===== config.mk =====
export PLATFORM = sky130hd
export DESIGN_NAME = lut_neuron_cfg_writer
export DESIGN_NICKNAME = d
export VERILOG_FILES = /design/src/rtl/lut_cfg_pkg.sv /design/src/rtl/lut_neuron_rt.sv /design/src/rtl/lut_neuron_cfg_writer.sv
export SDC_FILE = /design/constraint.sdc
export NUM_CORES = 1
export LEC_CHECK = 0
export BUFFER_PORTS_ARGS = -buffer_cell sky130_fd_sc_hd__buf_4
export CORE_ASPECT_RATIO = 1.25
export CORE_MARGIN = 3
export CORE_UTILIZATION = 35
export CTS_BUF_LIST = sky130_fd_sc_hd__clkbuf_8
export CTS_CLUSTER_DIAMETER = 80
export DETAILED_ROUTE_END_ITERATION = 7
export MAX_ROUTING_LAYER = met4
export PLACE_DENSITY = 0.47
export SKIP_LAST_GASP = 1
export SLEW_MARGIN = 40
export SYNTH_ARGS = -nofsm -noshare
export SYNTH_HDL_FRONTEND = slang
export SYNTH_SLANG_ARGS = --single-unit
export TNS_END_PERCENT = 10

===== constraint.sdc =====
create_clock -name clk -period 6.4 [get_ports clk]
set_input_delay 0.64 -clock clk [delete_from_list [all_inputs] [get_ports clk]]
set_output_delay 0.64 -clock clk [all_outputs]
set_load 0.02 [all_outputs]

===== src/rtl/lut_cfg_pkg.sv =====
// Shared types and defaults for the runtime-programmable LUT neuron bank.
// Optional feature macro: LUT_READBACK_EN (table readback port).
package lut_cfg_pkg;

   localparam int DEF_FANIN       = 6;
   localparam int DEF_NUM_NEURONS = 8;
   localparam int DEF_CFG_W       = 8;

   typedef enum logic [1:0] {
      HDR,
      LOAD,
      COMMIT,
      DRAIN
   } cfg_state_e;

   function automatic int table_beats(input int fanin, input int cfg_w);
      return (1 << fanin) / cfg_w;
   endfunction

endpackage


===== src/rtl/lut_neuron_rt.sv =====
// One runtime-writable LUT neuron: table register plus registered lookup.
// Optional feature macro: LUT_READBACK_EN (exposes the table register).
module lut_neuron_rt
   import lut_cfg_pkg::*;
#(
   parameter int FANIN      = DEF_FANIN,
   parameter int TABLE_BITS = 1 << FANIN
) (
   input  logic                  clk,
   input  logic                  rst_n,
   input  logic                  we,
   input  logic [TABLE_BITS-1:0] wdata,
   input  logic [FANIN-1:0]      code,
`ifdef LUT_READBACK_EN
   output logic [TABLE_BITS-1:0] tbl_q,
`endif
   output logic                  lut_out
);

   logic [TABLE_BITS-1:0] tbl_r;

   // Lookup reads tbl_r before the write lands, so a commit is atomic.
   always_ff @(posedge clk) begin
      if (!rst_n) begin
         tbl_r   <= '0;
         lut_out <= 1'b0;
      end else begin
         if (we) begin
            tbl_r <= wdata;
         end
         lut_out <= tbl_r[code];
      end
   end

`ifdef LUT_READBACK_EN
   assign tbl_q = tbl_r;
`endif

endmodule


===== src/rtl/lut_neuron_cfg_writer.sv =====
// LUT neuron bank with byte-stream truth-table writer and shadow commit.
// Optional feature macro: LUT_READBACK_EN (adds rb_idx / rb_table).
module lut_neuron_cfg_writer
   import lut_cfg_pkg::*;
#(
   parameter int FANIN       = DEF_FANIN,
   parameter int NUM_NEURONS = DEF_NUM_NEURONS,
   parameter int CFG_W       = DEF_CFG_W,
   localparam int TABLE_BITS = 1 << FANIN,
   localparam int IDX_W      = (NUM_NEURONS > 1) ? $clog2(NUM_NEURONS) : 1,
   localparam int BEATS      = table_beats(FANIN, CFG_W),
   localparam int CNT_W      = (BEATS > 1) ? $clog2(BEATS) : 1
) (
   input  logic                         clk,
   input  logic                         rst_n,
   input  logic                         cfg_valid,
   output logic                         cfg_ready,
   input  logic [CFG_W-1:0]             cfg_data,
   input  logic                         cfg_last,
   output logic                         cfg_err,
   output logic                         cfg_done,
   input  logic                         in_valid,
   input  logic [NUM_NEURONS*FANIN-1:0] in_data,
`ifdef LUT_READBACK_EN
   input  logic [IDX_W-1:0]             rb_idx,
   output logic [TABLE_BITS-1:0]        rb_table,
`endif
   output logic                         out_valid,
   output logic [NUM_NEURONS-1:0]       out_data
);

   cfg_state_e            state_q;
   cfg_state_e            state_d;
   logic [IDX_W-1:0]      idx_q;
   logic [IDX_W-1:0]      idx_d;
   logic [CNT_W-1:0]      cnt_q;
   logic [CNT_W-1:0]      cnt_d;
   logic [TABLE_BITS-1:0] shadow_q;
   logic [TABLE_BITS-1:0] shadow_d;
   logic                  err_q;
   logic                  err_d;
   logic                  done_q;
   logic                  beat;
   logic                  we;

   assign cfg_ready = (state_q != COMMIT);
   assign beat      = cfg_valid && cfg_ready;
   assign cfg_err   = err_q;
   assign cfg_done  = done_q;

   always_ff @(posedge clk) begin
      if (!rst_n) begin
         state_q  <= HDR;
         idx_q    <= '0;
         cnt_q    <= '0;
         shadow_q <= '0;
         err_q    <= 1'b0;
         done_q   <= 1'b0;
      end else begin
         state_q  <= state_d;
         idx_q    <= idx_d;
         cnt_q    <= cnt_d;
         shadow_q <= shadow_d;
         err_q    <= err_d;
         done_q   <= (state_q == COMMIT);
      end
   end

   always_comb begin
      state_d  = state_q;
      idx_d    = idx_q;
      cnt_d    = cnt_q;
      shadow_d = shadow_q;
      err_d    = err_q;
      we       = 1'b0;
      unique case (state_q)
         HDR: begin
            if (beat) begin
               idx_d = cfg_data[IDX_W-1:0];
               cnt_d = '0;
               // Range check uses the full beat, not just the idx field.
               if (cfg_last) begin
                  err_d = 1'b1;
               end else if (32'(cfg_data) >= NUM_NEURONS) begin
                  err_d   = 1'b1;
                  state_d = DRAIN;
               end else begin
                  state_d = LOAD;
               end
            end
         end
         LOAD: begin
            if (beat) begin
               shadow_d[int'(cnt_q)*CFG_W +: CFG_W] = cfg_data;
               cnt_d = cnt_q + 1'b1;
               if (cnt_q == CNT_W'(BEATS-1)) begin
                  if (cfg_last) begin
                     state_d = COMMIT;
                  end else begin
                     err_d   = 1'b1;
                     state_d = DRAIN;
                  end
               end else if (cfg_last) begin
                  err_d    = 1'b1;
                  shadow_d = '0;
                  state_d  = HDR;
               end
            end
         end
         COMMIT: begin
            we      = 1'b1;
            state_d = HDR;
         end
         DRAIN: begin
            if (beat && cfg_last) begin
               state_d = HDR;
            end
         end
         default: begin
            state_d = HDR;
         end
      endcase
   end

   always_ff @(posedge clk) begin
      if (!rst_n) begin
         out_valid <= 1'b0;
      end else begin
         out_valid <= in_valid;
      end
   end

`ifdef LUT_READBACK_EN
   logic [TABLE_BITS-1:0] tbl [NUM_NEURONS];
`endif

   for (genvar n = 0; n < NUM_NEURONS; n++) begin : g_neuron
      lut_neuron_rt #(
         .FANIN      (FANIN),
         .TABLE_BITS (TABLE_BITS)
      ) u_neuron (
         .clk     (clk),
         .rst_n   (rst_n),
         .we      (we && (idx_q == IDX_W'(n))),
         .wdata   (shadow_q),
         .code    (in_data[n*FANIN +: FANIN]),
`ifdef LUT_READBACK_EN
         .tbl_q   (tbl[n]),
`endif
         .lut_out (out_data[n])
      );
   end

`ifdef LUT_READBACK_EN
   always_ff @(posedge clk) begin
      if (!rst_n) begin
         rb_table <= '0;
      end else if (32'(rb_idx) < NUM_NEURONS) begin
         rb_table <= tbl[rb_idx];
      end else begin
         rb_table <= '0;
      end
   end
`endif

endmodule


; ---- Yosys cells after proc, flatten, opt, wreduce, memory -nomap -nowiden
; Cells that the tools add are included.
[classes]
add_sub_neg = 2
order_cmp = 9
n_eq_ne = 19
shift = 2
n_mux = 40
n_reduce_logical = 18
[ops]
columns = cell, count
row1 = 2-to-1 mux 64 bit, 2
row2 = bitwise mux 64 bit, 1
row3 = "variable shift 8 x 33 -> 64 bit, first input constant", 1
row4 = indexed part select 8 x 33 -> 64 bit, 1
row5 = "less-than comparator 6 x 7 -> 1 bit, second input constant", 8
row6 = binary-select mux 1 bit (select 6 bit), 8
row7 = negation 6 -> 33 bit, 1
row8 = 2-to-1 mux 1 bit, 17
row9 = "equality test 3 bit, second input constant", 5
row10 = 2-to-1 mux 2 bit, 7
row11 = logical AND 1 bit, 10
row12 = "inequality test 2 bit, second input constant", 5
row13 = "inequality test 3 bit, second input constant", 3
row14 = "greater-or-equal comparator 8 x 4 -> 1 bit, second input constant", 1
row15 = one-hot mux 2 bit (4 select lines), 1
row16 = "equality test 3 x 2 -> 1 bit, second input constant", 2
row17 = 2-to-1 mux 3 bit, 2
row18 = one-hot mux 3 bit (2 select lines), 1
row19 = AND reduction 6 bit, 1
row20 = AND reduction 5 bit, 1
row21 = "equality test 2 bit, second input constant", 2
row22 = AND reduction 2 bit, 2
row23 = "adder 3 x 1 -> 3 bit, second input constant", 1
row24 = "equality test 3 x 1 -> 1 bit, second input constant", 1
row25 = 6 further kinds, 6
[totals]
register_bits = 595
elab_cells = 113

; ---- Depth between registers and ports, before layout
[depth]
depth_word = 5
mapped_depth = 9

; ---- Modules after synthesis
; From an unflattened synthesis, not the netlist that was laid out.
[hier_totals]
hier_cells = 2406
area_unflattened_um2 = 25906.1
[modules_own_cells]
columns = mod, instances, cells_per_inst, area_each_um2, seq_area_each_um2
row1 = lut_neuron_rt, 8, 249, 2806.4, 1301.2
row2 = lut_neuron_cfg_writer, 1, 414, 3454.6, 1501.4

; ---- Least setup slack after synthesis
; OpenSTA, ideal clock, no wires.
[synth_path]
kind = in2reg
startpoint = input in_data[31]
endpoint = register g_neuron[5].u_neuron.lut_out
t_arrival_ps = 2403
required_ps = 6278
setup_slack_ps = 3875
stages = 6
n_path_buf = 2
path_cell_list = buf_2 > buf_2 > mux4_2 > mux4_2 > mux2_2 > a311o_1
[synth_between]
elab_chain_cells = 2
[synth_rtl]
columns = element, line
row1 = from (decl), lut_neuron_cfg_writer.sv:23  ; input logic [NUM_NEURONS*FANIN-1:0] in_data,
row2 = binary-select mux 1 bit (select 6 bit), lut_neuron_rt.sv:31  ; lut_out <= tbl_r[code];
row3 = 2-to-1 mux 1 bit (implied by the code), lut_neuron_rt.sv:31
row4 = to (signal assigned), lut_neuron_rt.sv:31
row5 = to (decl), lut_neuron_rt.sv:17  ; output logic lut_out
; No other way between the ends. The select of a mux whose other input is x is not followed.
; A chain may end at the register's enable or synchronous reset.

; ---- Worst setup path after layout
[layout_path]
startpoint = register state_q[0]
endpoint = output cfg_ready
[layout_between]
elab_chain_cells = 1
[layout_rtl]
columns = element, line
row1 = from (decl), lut_neuron_cfg_writer.sv:32  ; cfg_state_e state_q;
row2 = from (signal assigned), lut_neuron_cfg_writer.sv:60  ; state_q <= state_d;
row3 = inequality test 2 bit, lut_neuron_cfg_writer.sv:46  ; assign cfg_ready = (state_q != COMMIT);
row4 = to (decl), lut_neuron_cfg_writer.sv:17  ; output logic cfg_ready,
; No other way between the ends.

==> flow_metrics.py <==
metrics = {
    "floorplan": {
        "start_util": 0.357,
        "io_pins": 73,
        "die_area_sq_mm": 0.0746,
        "die_y_um": 305,
        "fp.dieW_um": 245,
        "rows": 108,
        "coreArea_sq_mm": 0.0700,
    },
    "routing": {
        "wl_per_cell_um": 23.4,
        "drt_iter0_markers": 1840,
        "finalWirelength_mm": 89.8,
        "drc": 0,
        "ant_nets": 0,
        "vias": 20600,
        "drtPass1Iterations": 6,
        "via_per_inst": 5.36,
    },
    "final_layout": {
        "finish.utilization": 0.398,
        "area_growth_pct": 11.5,
        "finalNetCount": 2896,
        "drive_gt1_frac": 0.154,
    },
    "critical_path": {
        "crit_path_top_delay_cell": "clkinv_1",
        "crit_type": "reg2out",
        "required_ns": 5.76,
        "rrSetupSlack_ns": 3.40,
        "cp-start-kind": "flip-flop",
        "crit_path_max_fanout": 14,
        "crit_path_end_kind": "output pin",
        "slowest_delay_ns": 0.56,
        "worstPathCellList": "nor2b_1, clkinv_1, buf_4",
        "cp_data_arrival_time_ns": 2.54,
    },
    "synthesis": {
        "syn-num-nets": 2997,
        "ys.flop_type": "dfxtp_1",
        "yosysWarningCount": 0,
        "netlist.area_leader.share": 0.477,
        "synth_seq_cells": 595,
        "netlist_instances": 2931,
        "ys_top_cells_by_area": "dfxtp_1 48%, nand2_1 16%, mux4_2 13%",
        "synth_top_cell_by_area": "dfxtp_1",
        "synth-seq-area-share": 0.477,
        "yosysMostFrequentCell": "nand2_1",
        "synth_commonest_cells": "1097 x nand2_1, 595 x dfxtp_1, 563 x a21oi_1",
        "avgSynthCellArea_sq_um": 8.52,
        "synth_enable_flop_cells": 0,
        "ys_types": 45,
        "syn_area_sq_mm": 0.0250,
        "async_reset_ff_frac": 0,
    },
    "sta": {
        "slew_violations": 0,
        "fin_crit_ns": 3.18,
        "fin_setup_tns_ns": 0,
        "fin_worst_skew_ns": 0.0377,
        "rsz0062_at_grt": "false",
        "worstMarginPinSlew_ns": 0.905,
        "max_clock_freq_mhz": 314,
        "setup_viol": 0,
        "relSlewSlack": 0.396,
        "hold_viol": 0,
        "post-route-period-util": 0.497,
    },
    "grt": {
        "track_usage": 0.243,
        "grt_antenna_before_repair": 1,
        "grt_max_degree": 195,
        "grt_pass1_vias": 19500,
        "grt_pass1_wl_mm": 130,
        "grt.overflow.total": 0,
    },
    "cts": {
        "cts.clk_slew.worst_paths_ns": 0.06,
        "post_cts_resized": 0,
        "cts_sinks": 595,
        "htreeDepth": 3,
        "clkLatencyLatePin_ns": 0.70,
        "cts_tree": "done",
        "post_cts_buffers": 0,
        "cts.path.max_buffers": 3,
        "cts.hold.buffers_added": 0,
        "cts_buffers": 96,
        "root_buffer": "clkbuf_8",
    },
    "power_and_ir_drop": {
        "ir_drop_v": 0.000124,
        "leakagePower_uw": 0.00898,
        "pwr_density_cell_mw_per_mm2": 264,
    },
    "job": {
        "max_cap_viol_count": 0,
    },
    "min_path": {
        "hp-class": "in2reg",
    },
    "placement": {
        "gp_congestion": 0.805,
        "io_buffers": 72,
        "place_hpwl_mm": 51.1,
    },
    "status": {
        "status": "completed",
    },
}
-- metal layers --
metal / global-route usage / vias up / wire length (um)
li1: - / 9647 / -
met1: 0.297 / 10100 / 36100
met2: 0.400 / 701 / 44400
met3: 0.0374 / 173 / 5390
met4: 0.106 / 0 / 3940
met5: - / - / 0
-- area by class of cell --
type,count,area (sq um)
diodes,1,2.50
clock buffers,123,1690
clock inverters,49,246
fillers,7134,42200
inverters,6,35.0
multi-input cells,2034,11900
flip-flops and latches,595,12000
well taps,935,1170
repair buffers,97,764
-- metrics by stage --
step	instance area [sq um]	instances	total power, uW	setup WS (ns)	hold WS [ns]
6_report	27800	3840	7340	3.22	0.164
5_1_grt	27800	3840	7590	3.09	0.142
2_1_floorplan	25000	2931	3980	3.87	0.432
3_5_place_dp	25900	3666	4090	3.44	0.444
4_1_cts	27800	3838	7410	3.17	0.105
3_3_place_gp	25800	3666	4090	3.41	0.438
-- report_power, final --
| group | internal [uW] | switching (uW) | total, uW |
|---|---|---|---|
| Sequential | 3710 | 23.7 | 3730 |
| Combinational | 86.0 | 188 | 274 |
| Clock | 1790 | 1540 | 3330 |
| Total | 5590 | 1750 | 7340 |
-- cell usage in the layout (no fill, tap or decap), types with 3 or more instances in the layout --
cell / netlist / routed
nor2_1: 38 / 36
nand3b_1: 6 / 6
dfxtp_1: 595 / 535
a21oi_1: 563 / 563
and3_1: 5 / 5
a31oi_1: 3 / 3
a211oi_1: 4 / 4
and2_1: 8 / 8
clkbuf_8: 0 / 123
inv_1: 5 / 47
nor2b_1: 5 / 5
o21ai_0: 7 / 7
nand2_1: 1097 / 1096
nand3_1: 32 / 30
buf_4: 8 / 94
ha_1: 5 / 5
nor4_1: 3 / 3
mux4_2: 139 / 139
dfxtp_2: 0 / 60
mux2i_1: 47 / 47
o311ai_0: 3 / 3
or4_1: 4 / 4
o211ai_1: 3 / 3
mux4_1: 6 / 6
mux2_2: 8 / 8
nand4_1: 10 / 10
nand2b_1: 8 / 8
nand4b_1: 9 / 9
-- worst max-delay path, delay by kind of cell, from the launching register on --
family / cells / cell delay (ns)
buf+inv: 2 / 0.89
flops: 1 / 0.44
simple gates: 1 / 0.51
-- cell families (layout without fill, tap and decap cells) --
logic type / count (synthesis) / after routing / synth area share
AO/OA/AOI/OAI: 592 / 592 / 0.121
adder cells (fa/ha/maj): 5 / 5 / 0.00251
buffers and inverters: 302 / 275 / 0.0482
flip-flops: 595 / 595 / 0.477
multiplexers: 200 / 200 / 0.154
other: 0 / 1 / 0
AND/OR/NAND/NOR: 1237 / 1237 / 0.197
-- sequential cells by signal, summed over array words and instances, names as in the netlist --
signal and cells:
out_valid 1, cnt_q 3, state_q 2, cfg_err 1
g_neuron.u_neuron.tbl_r 512, cfg_done 1, shadow_q 64, idx_q 3
g_neuron.u_neuron.lut_out 8
-- path summary, 6_finish.rpt --
check	startpoint	endpoint	cells past startpoint
max	state_q[0]	cfg_ready	3
min	in_valid	out_valid	2
max reg2reg	state_q[0]	g_neuron[1].u_neuron.tbl_r[27]	6
min reg2reg	g_neuron[0].u_neuron.tbl_r[27]	g_neuron[0].u_neuron.tbl_r[27]	2
No activity file was read; power rests on OpenSTA's default activity.
